File: src/rtl/timer_pkg.sv
// Shared definitions for the output-compare scheduler: default sizes and the
// head-of-queue decode result.
// No ports; imported by compare_scheduler and sched_fifo users.
package timer_pkg;

  // Default counter / timestamp width in bits.
  localparam int CNT_W_DEF = 32;
  // Default queue depth (power of two, minimum 2).
  localparam int DEPTH_DEF = 4;
  // Queue pointer width for the default depth.
  localparam int PTR_W     = $clog2(DEPTH_DEF);

  // Outcome of comparing the queue head against the running counter.
  typedef enum logic [1:0] {
    HS_WAIT,
    HS_MATCH,
    HS_EXPIRED
  } head_status_t;

endpackage

File: src/rtl/sched_fifo.sv
// In-order timestamp queue for the compare scheduler.
// Latency: a push is visible at the head (and in o_count) the cycle after it is written.
// Backpressure: pushes while full and pops while empty are ignored; flush empties the queue.
// Ports:
//   i_clk, i_rst         rising-edge clock, asynchronous active-high reset
//   i_push/i_dat         write request and data
//   i_pop                retire the head entry
//   i_flush              synchronous empty, overrides push and pop
//   o_head               data of the oldest entry (valid when !o_empty)
//   o_count              registered occupancy, 0..DEPTH
//   o_full, o_empty      status derived from o_count
module sched_fifo #(
  parameter int W     = 32,
  parameter int DEPTH = 4
) (
  input  logic                     i_clk,
  input  logic                     i_rst,
  input  logic                     i_push,
  input  logic                     i_pop,
  input  logic                     i_flush,
  input  logic [W-1:0]             i_dat,
  output logic [W-1:0]             o_head,
  output logic [$clog2(DEPTH):0]   o_count,
  output logic                     o_full,
  output logic                     o_empty
);

  localparam int AW = $clog2(DEPTH);
  localparam logic [AW:0] FULL_CNT = (AW+1)'(DEPTH);

  logic [W-1:0]  r_mem [DEPTH];
  logic [AW-1:0] r_wr_ptr;
  logic [AW-1:0] r_rd_ptr;
  logic [AW:0]   r_count;
  logic          w_push;
  logic          w_pop;

  assign o_full  = (r_count == FULL_CNT);
  assign o_empty = (r_count == '0);
  assign w_push  = i_push & ~o_full;
  assign w_pop   = i_pop & ~o_empty;

  // Depth is a power of two, so the pointers wrap on their natural width.
  always_ff @(posedge i_clk or posedge i_rst) begin
    if (i_rst) begin
      r_wr_ptr <= '0;
      r_rd_ptr <= '0;
      r_count  <= '0;
    end else if (i_flush) begin
      r_wr_ptr <= '0;
      r_rd_ptr <= '0;
      r_count  <= '0;
    end else begin
      if (w_push) r_wr_ptr <= r_wr_ptr + 1'b1;
      if (w_pop)  r_rd_ptr <= r_rd_ptr + 1'b1;
      case ({w_push, w_pop})
        2'b10:   r_count <= r_count + 1'b1;
        2'b01:   r_count <= r_count - 1'b1;
        default: r_count <= r_count;
      endcase
    end
  end

  // Storage carries no reset; entries are only read when counted as valid.
  always_ff @(posedge i_clk) begin
    if (w_push && !i_flush) r_mem[r_wr_ptr] <= i_dat;
  end

  assign o_head  = r_mem[r_rd_ptr];
  assign o_count = r_count;

endmodule

File: src/rtl/compare_scheduler.sv
// Output-compare scheduler: fires a one-cycle event when a free-running counter
// reaches the timestamp at the head of an in-order queue; past entries retire as missed.
// Latency: event_out rises the cycle after counter_out equals the head timestamp.
// Backpressure: wr_ready_out drops when the queue is full (registered occupancy only).
// Optional feature macro COMPARE_TOGGLE_EN adds toggle_out, which flips on every event.
// Ports:
//   clk_in, rst_in        rising-edge clock, asynchronous active-high reset
//   run_in                counter increments and head is evaluated while high
//   clear_in              synchronous counter zero, queue flush, missed clear
//   wr_valid_in/wr_time_in/wr_ready_out   timestamp push handshake
//   counter_out           current counter value
//   event_out             one-cycle pulse on a scheduled match
//   event_time_out        timestamp of the last fired entry
//   pending_out           number of queued entries
//   missed_out            sticky: an entry expired without firing
//   toggle_out            (COMPARE_TOGGLE_EN only) inverts with each event
module compare_scheduler
  import timer_pkg::*;
#(
  parameter int CNT_W = CNT_W_DEF,
  parameter int DEPTH = DEPTH_DEF
) (
  input  logic                     clk_in,
  input  logic                     rst_in,
  input  logic                     run_in,
  input  logic                     clear_in,
  input  logic                     wr_valid_in,
  input  logic [CNT_W-1:0]         wr_time_in,
  output logic                     wr_ready_out,
  output logic [CNT_W-1:0]         counter_out,
  output logic                     event_out,
  output logic [CNT_W-1:0]         event_time_out,
  output logic [$clog2(DEPTH):0]   pending_out,
  output logic                     missed_out
`ifdef COMPARE_TOGGLE_EN
  ,
  output logic                     toggle_out
`endif
);

  logic [CNT_W-1:0]       r_cnt;
  logic [CNT_W-1:0]       r_event_time;
  logic                   r_event;
  logic                   r_missed;

  logic [CNT_W-1:0]       w_head;
  logic [CNT_W-1:0]       w_diff;
  logic [$clog2(DEPTH):0] w_count;
  logic                   w_full;
  logic                   w_empty;
  logic                   w_push;
  logic                   w_pop;
  head_status_t           w_status;

  sched_fifo #(
    .W     (CNT_W),
    .DEPTH (DEPTH)
  ) u_fifo (
    .i_clk   (clk_in),
    .i_rst   (rst_in),
    .i_push  (w_push),
    .i_pop   (w_pop),
    .i_flush (clear_in),
    .i_dat   (wr_time_in),
    .o_head  (w_head),
    .o_count (w_count),
    .o_full  (w_full),
    .o_empty (w_empty)
  );

  // Modular distance to the head: MSB set means the target is in the past,
  // which keeps the decision correct across counter wrap.
  assign w_diff = w_head - r_cnt;

  always_comb begin
    w_status = HS_WAIT;
    if (!w_empty && run_in && !clear_in) begin
      if (w_diff == '0)
        w_status = HS_MATCH;
      else if (w_diff[CNT_W-1])
        w_status = HS_EXPIRED;
    end
  end

  assign w_pop  = (w_status != HS_WAIT);
  assign w_push = wr_valid_in & ~w_full & ~clear_in;

  // Ready is held low while reset is asserted so every output reads 0 then.
  assign wr_ready_out = ~w_full & ~rst_in;

  always_ff @(posedge clk_in or posedge rst_in) begin
    if (rst_in) begin
      r_cnt        <= '0;
      r_event      <= 1'b0;
      r_event_time <= '0;
      r_missed     <= 1'b0;
    end else if (clear_in) begin
      // event_time is deliberately kept across a clear.
      r_cnt    <= '0;
      r_event  <= 1'b0;
      r_missed <= 1'b0;
    end else begin
      if (run_in) r_cnt <= r_cnt + 1'b1;
      r_event <= (w_status == HS_MATCH);
      if (w_status == HS_MATCH)   r_event_time <= w_head;
      if (w_status == HS_EXPIRED) r_missed     <= 1'b1;
    end
  end

`ifdef COMPARE_TOGGLE_EN
  logic r_toggle;

  // Flips on the same edge that raises event_out; clear leaves it alone.
  always_ff @(posedge clk_in or posedge rst_in) begin
    if (rst_in)
      r_toggle <= 1'b0;
    else if (w_status == HS_MATCH)
      r_toggle <= ~r_toggle;
  end

  assign toggle_out = r_toggle;
`endif

  assign counter_out    = r_cnt;
  assign event_out      = r_event;
  assign event_time_out = r_event_time;
  assign pending_out    = w_count;
  assign missed_out     = r_missed;

endmodule

File: config.mk
export PLATFORM = sky130hd
export DESIGN_NAME = compare_scheduler
export DESIGN_NICKNAME = d
export VERILOG_FILES = /design/src/rtl/timer_pkg.sv /design/src/rtl/sched_fifo.sv /design/src/rtl/compare_scheduler.sv
export SDC_FILE = /design/constraint.sdc
export NUM_CORES = 1
export LEC_CHECK = 0
export ABC_AREA = 1
export BUFFER_PORTS_ARGS = -buffer_cell sky130_fd_sc_hd__buf_2
export CAP_MARGIN = 20
export CORE_MARGIN = 5
export CORE_UTILIZATION = 51
export CTS_BUF_LIST = sky130_fd_sc_hd__clkbuf_4 sky130_fd_sc_hd__clkbuf_8
export DETAILED_ROUTE_END_ITERATION = 6
export PLACE_DENSITY = 0.79
export SLEW_MARGIN = 20
export SYNTH_ARGS = -nofsm -noshare
export SYNTH_HDL_FRONTEND = slang
export SYNTH_SLANG_ARGS = --single-unit
File: constraint.sdc
create_clock -name clk_in -period 4.7 [get_ports clk_in]
set_input_delay 0.47 -clock clk_in [delete_from_list [all_inputs] [get_ports clk_in]]
set_output_delay 0.47 -clock clk_in [all_outputs]
set_load 0.01 [all_outputs]
**Word level (Yosys, flattened, before mapping)**

Memories as Yosys holds them, arrays and structs flattened.
Cells that the tools add are included.

- Bits in writable memories: 128
- Input bits: 37
- Memory bits (read-only): 0
- Register bits: 73
- Memories kept: 1
- Latch bits: 0

Memory list:

| name | words | width | rd ports | clocked after Yosys merged registers in | wr ports | line | source |
|---|---|---|---|---|---|---|---|
| u_fifo.r_mem | 4 | 32 | 1 | 0 | 1 | sched_fifo.sv:31 | `logic [W-1:0] r_mem [DEPTH];` |

- Mux-type cells: 16
- Add/sub/neg operators: 6
- Eq/ne operators: 5
- Reductions and logical operators: 14
- Shifts and indexed selects: 0
- Multipliers: 0
- Divide/modulo/power cells: 0
- Magnitude comparators: 0
- Bitwise logic cells: 9

Operators with widths:

| operator | number |
|---|---|
| $mux 32 | 2 |
| $add 32x1->32 const B | 1 |
| $logic_not 32->1 | 1 |
| $sub 32x32->32 | 1 |
| $mux 2 | 7 |
| $reduce_bool 2->1 | 5 |
| $pmux 3 s2 | 1 |
| $and 1x1->1 | 5 |
| $mux 1 | 5 |
| $add 2x1->2 const B | 2 |
| $eq 2x1->1 const B | 2 |
| $eq 2x2->1 const B | 2 |
| $not 1->1 | 4 |
| $add 3x1->3 const B | 1 |
| $eq 3x3->1 const B | 1 |
| $logic_and 1x1->1 | 3 |
| $logic_not 3->1 | 1 |
| $mux 3 | 1 |
| $reduce_bool 3->1 | 1 |
| $sub 3x1->3 const B | 1 |
| $logic_not 1->1 | 2 |
| $reduce_and 2->1 | 1 |

**Logic depth before layout (Yosys ltp)**

- Depth after elaboration: 10
- Gate-level depth with buffers: 31
- Gate-level depth less buffers: 30

**By module**

From an unflattened synthesis, not the netlist that was laid out.

- Cell total of the unflattened synthesis: 1298
- Area, all modules: 10840.4 um^2

Modules (own cells, without submodules):

| module | seq. area each (um^2) | cells an instance | times used | area an instance (um^2) |
|---|---|---|---|---|
| compare_scheduler | 1651.6 | 921 | 1 | 5607.9 |
| sched_fifo | 4018.9 | 377 | 1 | 5232.5 |

**Least setup slack after synthesis**

OpenSTA, ideal clock, no wires.

- Kind: flip-flop to flip-flop
- Start point: register u_fifo.r_rd_ptr[0]
- End point: register u_fifo.r_count[2] (netlist: u_fifo.o_count[2])
- Setup time: 0.116 ns
- Clock period less this slack: 3.616 ns
- Required time: 4.584 ns
- Data arrival time: 3.499 ns
- Stages on the path, launching flop included: 29
- Path slack: 1.084 ns
- Path buffers: 2
- Cells stage by stage: dfrtp_1 > clkbuf_1 > clkbuf_1 > o21ai_0 > o22ai_1 > ha_1 > nand2_1 > inv_1 > a21oi_1 > nand2_1 > nand2_1 > nand2_1 > nand2_1 > nand3_1 > nand2_1 > nor2_1 > nand2_1 > nor2_2 > nand4_4 > nand2_2 > nand2_2 > inv_1 > fa_1 > xnor2_1 > inv_1 > nand2_1 > nand2_1 > nand2_1 > nand2_1

- Longest elaborated chain between the ends: 10
- Elaborated cells between the ends (all ways): 13

Ends and longest elaborated chain:

| item | line | source |
|---|---|---|
| start, declared | sched_fifo.sv:33 | `logic [AW-1:0] r_rd_ptr;` |
| start signal, assigned | sched_fifo.sv:55 | `if (w_pop) r_rd_ptr <= r_rd_ptr + 1'b1;` |
| $mem_v2 4x32 * | n/a |  |
| via u_fifo.o_head[6] | sched_fifo.sv:22 | `output logic [W-1:0] o_head,` |
| $sub 32x32->32 * | compare_scheduler.sv:73 | `assign w_diff = w_head - r_cnt;` |
| $logic_not 32->1 or $mux 2 (tied branches) | compare_scheduler.sv:78, compare_scheduler.sv:80 |  |
| $mux 2 * | compare_scheduler.sv:78 | `if (w_diff == '0)` |
| $mux 2 * | compare_scheduler.sv:77 | `if (!w_empty && run_in && !clear_in) begin` |
| $reduce_bool 2->1 * | compare_scheduler.sv:85 | `assign w_pop = (w_status != HS_WAIT);` |
| $and 1x1->1 * | sched_fifo.sv:41 | `assign w_pop = i_pop & ~o_empty;` |
| $eq 2x1->1 or $eq 2x2->1 (tied branches) | sched_fifo.sv:56 | `case ({w_push, w_pop})` |
| $pmux 3 s2 | sched_fifo.sv:56 |  |
| $mux 3 | sched_fifo.sv:49 | `end else if (i_flush) begin` |
| end signal, assigned | sched_fifo.sv:57 | `2'b10: r_count <= r_count + 1'b1;` |
| end signal, assigned | sched_fifo.sv:58 | `2'b01: r_count <= r_count - 1'b1;` |
| end signal, assigned | sched_fifo.sv:59 | `default: r_count <= r_count;` |
| end, declared | sched_fifo.sv:34 | `logic [AW:0] r_count;` |

Mark *: on every way through the listed nets, which the timed path passes. The rest lies on a longest branch.
A chain may end at the register's enable or synchronous reset.

**Worst setup path in the final report**

Ends and elaborated chain as after synthesis.

==> flow_summary.json <==
{
  "synth_area_leader_cell": "edfxtp_1",
  "power_frac_clock": 0.339,
  "die_y_um": 156.5,
  "r2r-end": "u_fifo.o_count[2]$_DFFE_PP0P_",
  "synth_cell_types": 41,
  "p_per_area_nw_per_um2": 386.1,
  "num_antenna_cells": 0,
  "placeableCoreArea_um2": 21090,
  "grt_pass1_wl_mm": 47.55,
  "grtUsageTotal": 0.2466,
  "status": "finished with violations",
  "ys_seq_area_frac": 0.5180,
  "rrSetupSlack_ps": 370,
  "via_count": 9366,
  "hold_slack_ps": 69.15,
  "fin_ws_ps": 373.4,
  "ios": 107,
  "syn-num-nets": 1349,
  "reg2reg_from": "u_fifo.r_rd_ptr[0]$_DFFE_PP0P_",
  "antenna_found_initial": 0,
  "crit_path_max_incr_delay_ps": 420,
  "max_freq_ghz": 0.2311,
  "synthCells": 1275,
  "crit_path_end_kind": "flop",
  "swShare": 0.3259,
  "p_seq_frac": 0.415,
  "start_kind": "flop",
  "critPathArrivalTime_ps": 4740,
  "nets": 1480,
  "cts.sinks": 201,
  "finalCriticalPeriod_ps": 4327,
  "slew_headroom": 0.3696,
  "ir_worst_vdd_uv": 274.3,
  "hold_viol": 0,
  "crit_required_ps": 5110,
  "cts_hold_buf": 0,
  "post_cts_resized": 0,
  "avgRoutedWirePerCell_um": 17.60,
  "crit_top_cell": "nand2_1",
  "grt-ovfl-total": 0,
  "drv_cap": 0,
  "synthTopCellsByArea": "edfxtp_1 (35%), dfrtp_1 (17%), nand2_1 (12%), inv_1 (6.7%), nor2_1 (4.9%)",
  "drv_slew": 0,
  "vias_per_cell": 5.490,
  "power.internal_mw": 3.267,
  "drive_gt1_frac": 0.1572,
  "path_max_fanout": 18,
  "cts_tree": "yes",
  "place_ws_ps": 477.8,
  "cts.root.buffer_cell": "clkbuf_8",
  "wl_mm": 30.02,
  "violations": "DRC",
  "port_buffers": 106,
  "async_reset_ff_frac": 0.3632,
  "setup_viol": 0,
  "gp_congestion": 1.032,
  "cts.path.max_buffers": 3,
  "grt_pass1_vias": 8924,
  "drc": 5,
  "fin_worst_skew_ps": 23.60,
  "die_area_um2": 24490,
  "die_w_um": 156.5,
  "syn_area_per_cell_um2": 8.586,
  "post-route-period-util": 0.9206,
  "syn2layout_area_growth_pct": 14.66,
  "htree_levels": 2,
  "rsz0062_at_grt": "no",
  "worst-setup-path-type": "flop to flop",
  "p_sw_mw": 1.580,
  "reg2regPathDepth": 28,
  "synth_ff_type": "edfxtp_1",
  "first_iter_violations": 961,
  "ant_nets": 0,
  "clk_latency_ps": 530,
  "fin_tns_setup_ps": 0,
  "synth-edff-count": 128,
  "cts_setup_buffers": 0,
  "synth_area_um2": 10950,
  "p_leak_nw": 6.106,
  "dp_hpwl_mm": 22.42,
  "yosys.area.top_type_share": 0.3511,
  "worstHoldPathType": "input port to asynchronous set/reset pin",
  "dr.pass1.iters": 7,
  "initial_core_util": 0.5191,
  "ys_warn_count": 0,
  "grt_start_max_net_pins": 43,
  "p_comb_frac": 0.245,
  "clk_pin_slew_ps": 60,
  "p_total_mw": 4.846,
  "tightest_slew_ps": 936.9,
  "cts-buffers-inserted": 34,
  "ys_ff_latch": 201,
  "crit_slowest_cell": "dfrtp_2",
  "rows": 53
}
==> cells in the mapped netlist (3+ instances only) <==
cell type and number:
o22ai_1 30, nand3_1 54, nor4_1 5, buf_6 3, edfxtp_1 128, xor2_1 5
nor3_1 20, mux2_4 26, nor2_2 4, mux2_2 4, o21ai_0 85, nor2_1 143
a21oi_1 40, inv_2 4, ha_1 36, nand2_1 338, inv_1 195, nand4_1 17
and2_1 5, a211oi_1 3, clkbuf_1 22, dfrtp_1 73, xnor2_1 4, nand3b_1 6
clkinv_1 4
==> through the flow <==
stage | utilization | cell area (µm²) | instances
finish | 0.5952 | 12550 | 1706
global placement | 0.5612 | 11830 | 1645
global route | 0.5952 | 12550 | 1706
floorplan | - | 10950 | 1275
detailed placement | 0.5612 | 11830 | 1645
CTS | 0.5952 | 12550 | 1706
==> area by class of cell <==
type                            instances  area [µm²]
Clock inverter                         14       133.9
Multi-Input combinational cell        846        4408
Inverter                              203       762.0
Clock buffer                           47       584.3
Sequential cell                       201        5672
Fill cell                            1827        8536
Timing Repair Buffer                  120       648.1
Tap cell                              275       344.1
==> cells by family after synthesis <==
family / count (synthesis) / share of synthesized area
simple gates: 600 / 0.2269
buf+inv: 228 / 0.08024
flops: 201 / 0.5180
compound gates: 170 / 0.08492
fa+ha+maj: 37 / 0.04298
mux: 30 / 0.03978
xor+xnor: 9 / 0.007200
==> metal layers <==
layer	global-route usage	wire [µm]	up-vias
met4	0.08926	1093	0
met3	0.04591	2440	87
met2	0.3937	14040	428
met5	0	0	-
met1	0.3393	12450	4396
li1	-	-	4455
==> power by group through the flow <==
stage               registers [mW]  clock network, mW  logic (mW)
floorplan                     2.04                  0       0.808
global placement              2.05                  0        1.14
detailed placement            2.05                  0        1.16
CTS                           2.01               1.68        1.17
global route                  2.02               1.77        1.33
finish                        2.01               1.64        1.19
==> critical path: cells and delay by family, from the launching register on <==
| kind | cells | cell delay [ps] |
|---|---|---|
| flip-flops | 1 | 420 |
| buffers and inverters | 5 | 690 |
| adder cells (fa/ha/maj) | 2 | 750 |
| AO/OA/AOI/OAI | 3 | 550 |
| AND/OR/NAND/NOR | 17 | 1580 |
| XOR/XNOR | 1 | 200 |
==> layout by cell type (no fill, tap or decap), types with 2 or more instances in the layout <==
master	netlist	routed
nand2_1	338	338
inv_1	195	194
nor2_1	143	139
edfxtp_1	128	128
buf_2	0	106
o21ai_0	85	85
dfrtp_1	73	72
nand3_1	54	54
a21oi_1	40	40
clkbuf_8	0	37
ha_1	36	36
o22ai_1	30	30
mux2_4	26	26
nor3_1	20	20
nand4_1	17	17
buf_4	0	13
clkbuf_4	0	10
clkinv_1	4	9
nor2_2	4	8
nand3b_1	6	6
and2_1	5	5
xor2_1	5	5
nor4_1	5	5
inv_2	4	5
xnor2_1	4	4
mux2_2	4	4
clkinv_2	0	4
a211oi_1	3	3
nand2_2	2	2
and3_1	2	2
a31oi_1	2	2
o21a_1	2	2
a21o_1	2	2
bufinv_16	0	2
==> worst max-delay path by stage <==
stage          cells after the start                           start  slack (ps)                             to
2_1_floorplan                     28  u_fifo.r_rd_ptr[0]$_DFFE_PP0P_        1080  u_fifo.o_count[2]$_DFFE_PP0P_
3_3_place_gp                      26  u_fifo.r_rd_ptr[0]$_DFFE_PP0P_         460  u_fifo.o_count[2]$_DFFE_PP0P_
3_5_place_dp                      28  u_fifo.r_rd_ptr[0]$_DFFE_PP0P_         480  u_fifo.o_count[2]$_DFFE_PP0P_
4_1_cts                           28  u_fifo.r_rd_ptr[0]$_DFFE_PP0P_         440  u_fifo.o_count[2]$_DFFE_PP0P_
5_1_grt                           29  u_fifo.r_rd_ptr[0]$_DFFE_PP0P_          30  u_fifo.o_count[2]$_DFFE_PP0P_
6_report                          28  u_fifo.r_rd_ptr[0]$_DFFE_PP0P_         370  u_fifo.o_count[2]$_DFFE_PP0P_
==> registers in the layout, summed over array words and instances (netlist names) <==
name             count
u_fifo.o_count       3
event_out            1
missed_out           1
u_fifo.r_mem       128
counter_out         32
u_fifo.r_wr_ptr      2
u_fifo.r_rd_ptr      2
event_time_out      32
(Power assumes the default switching activity.)
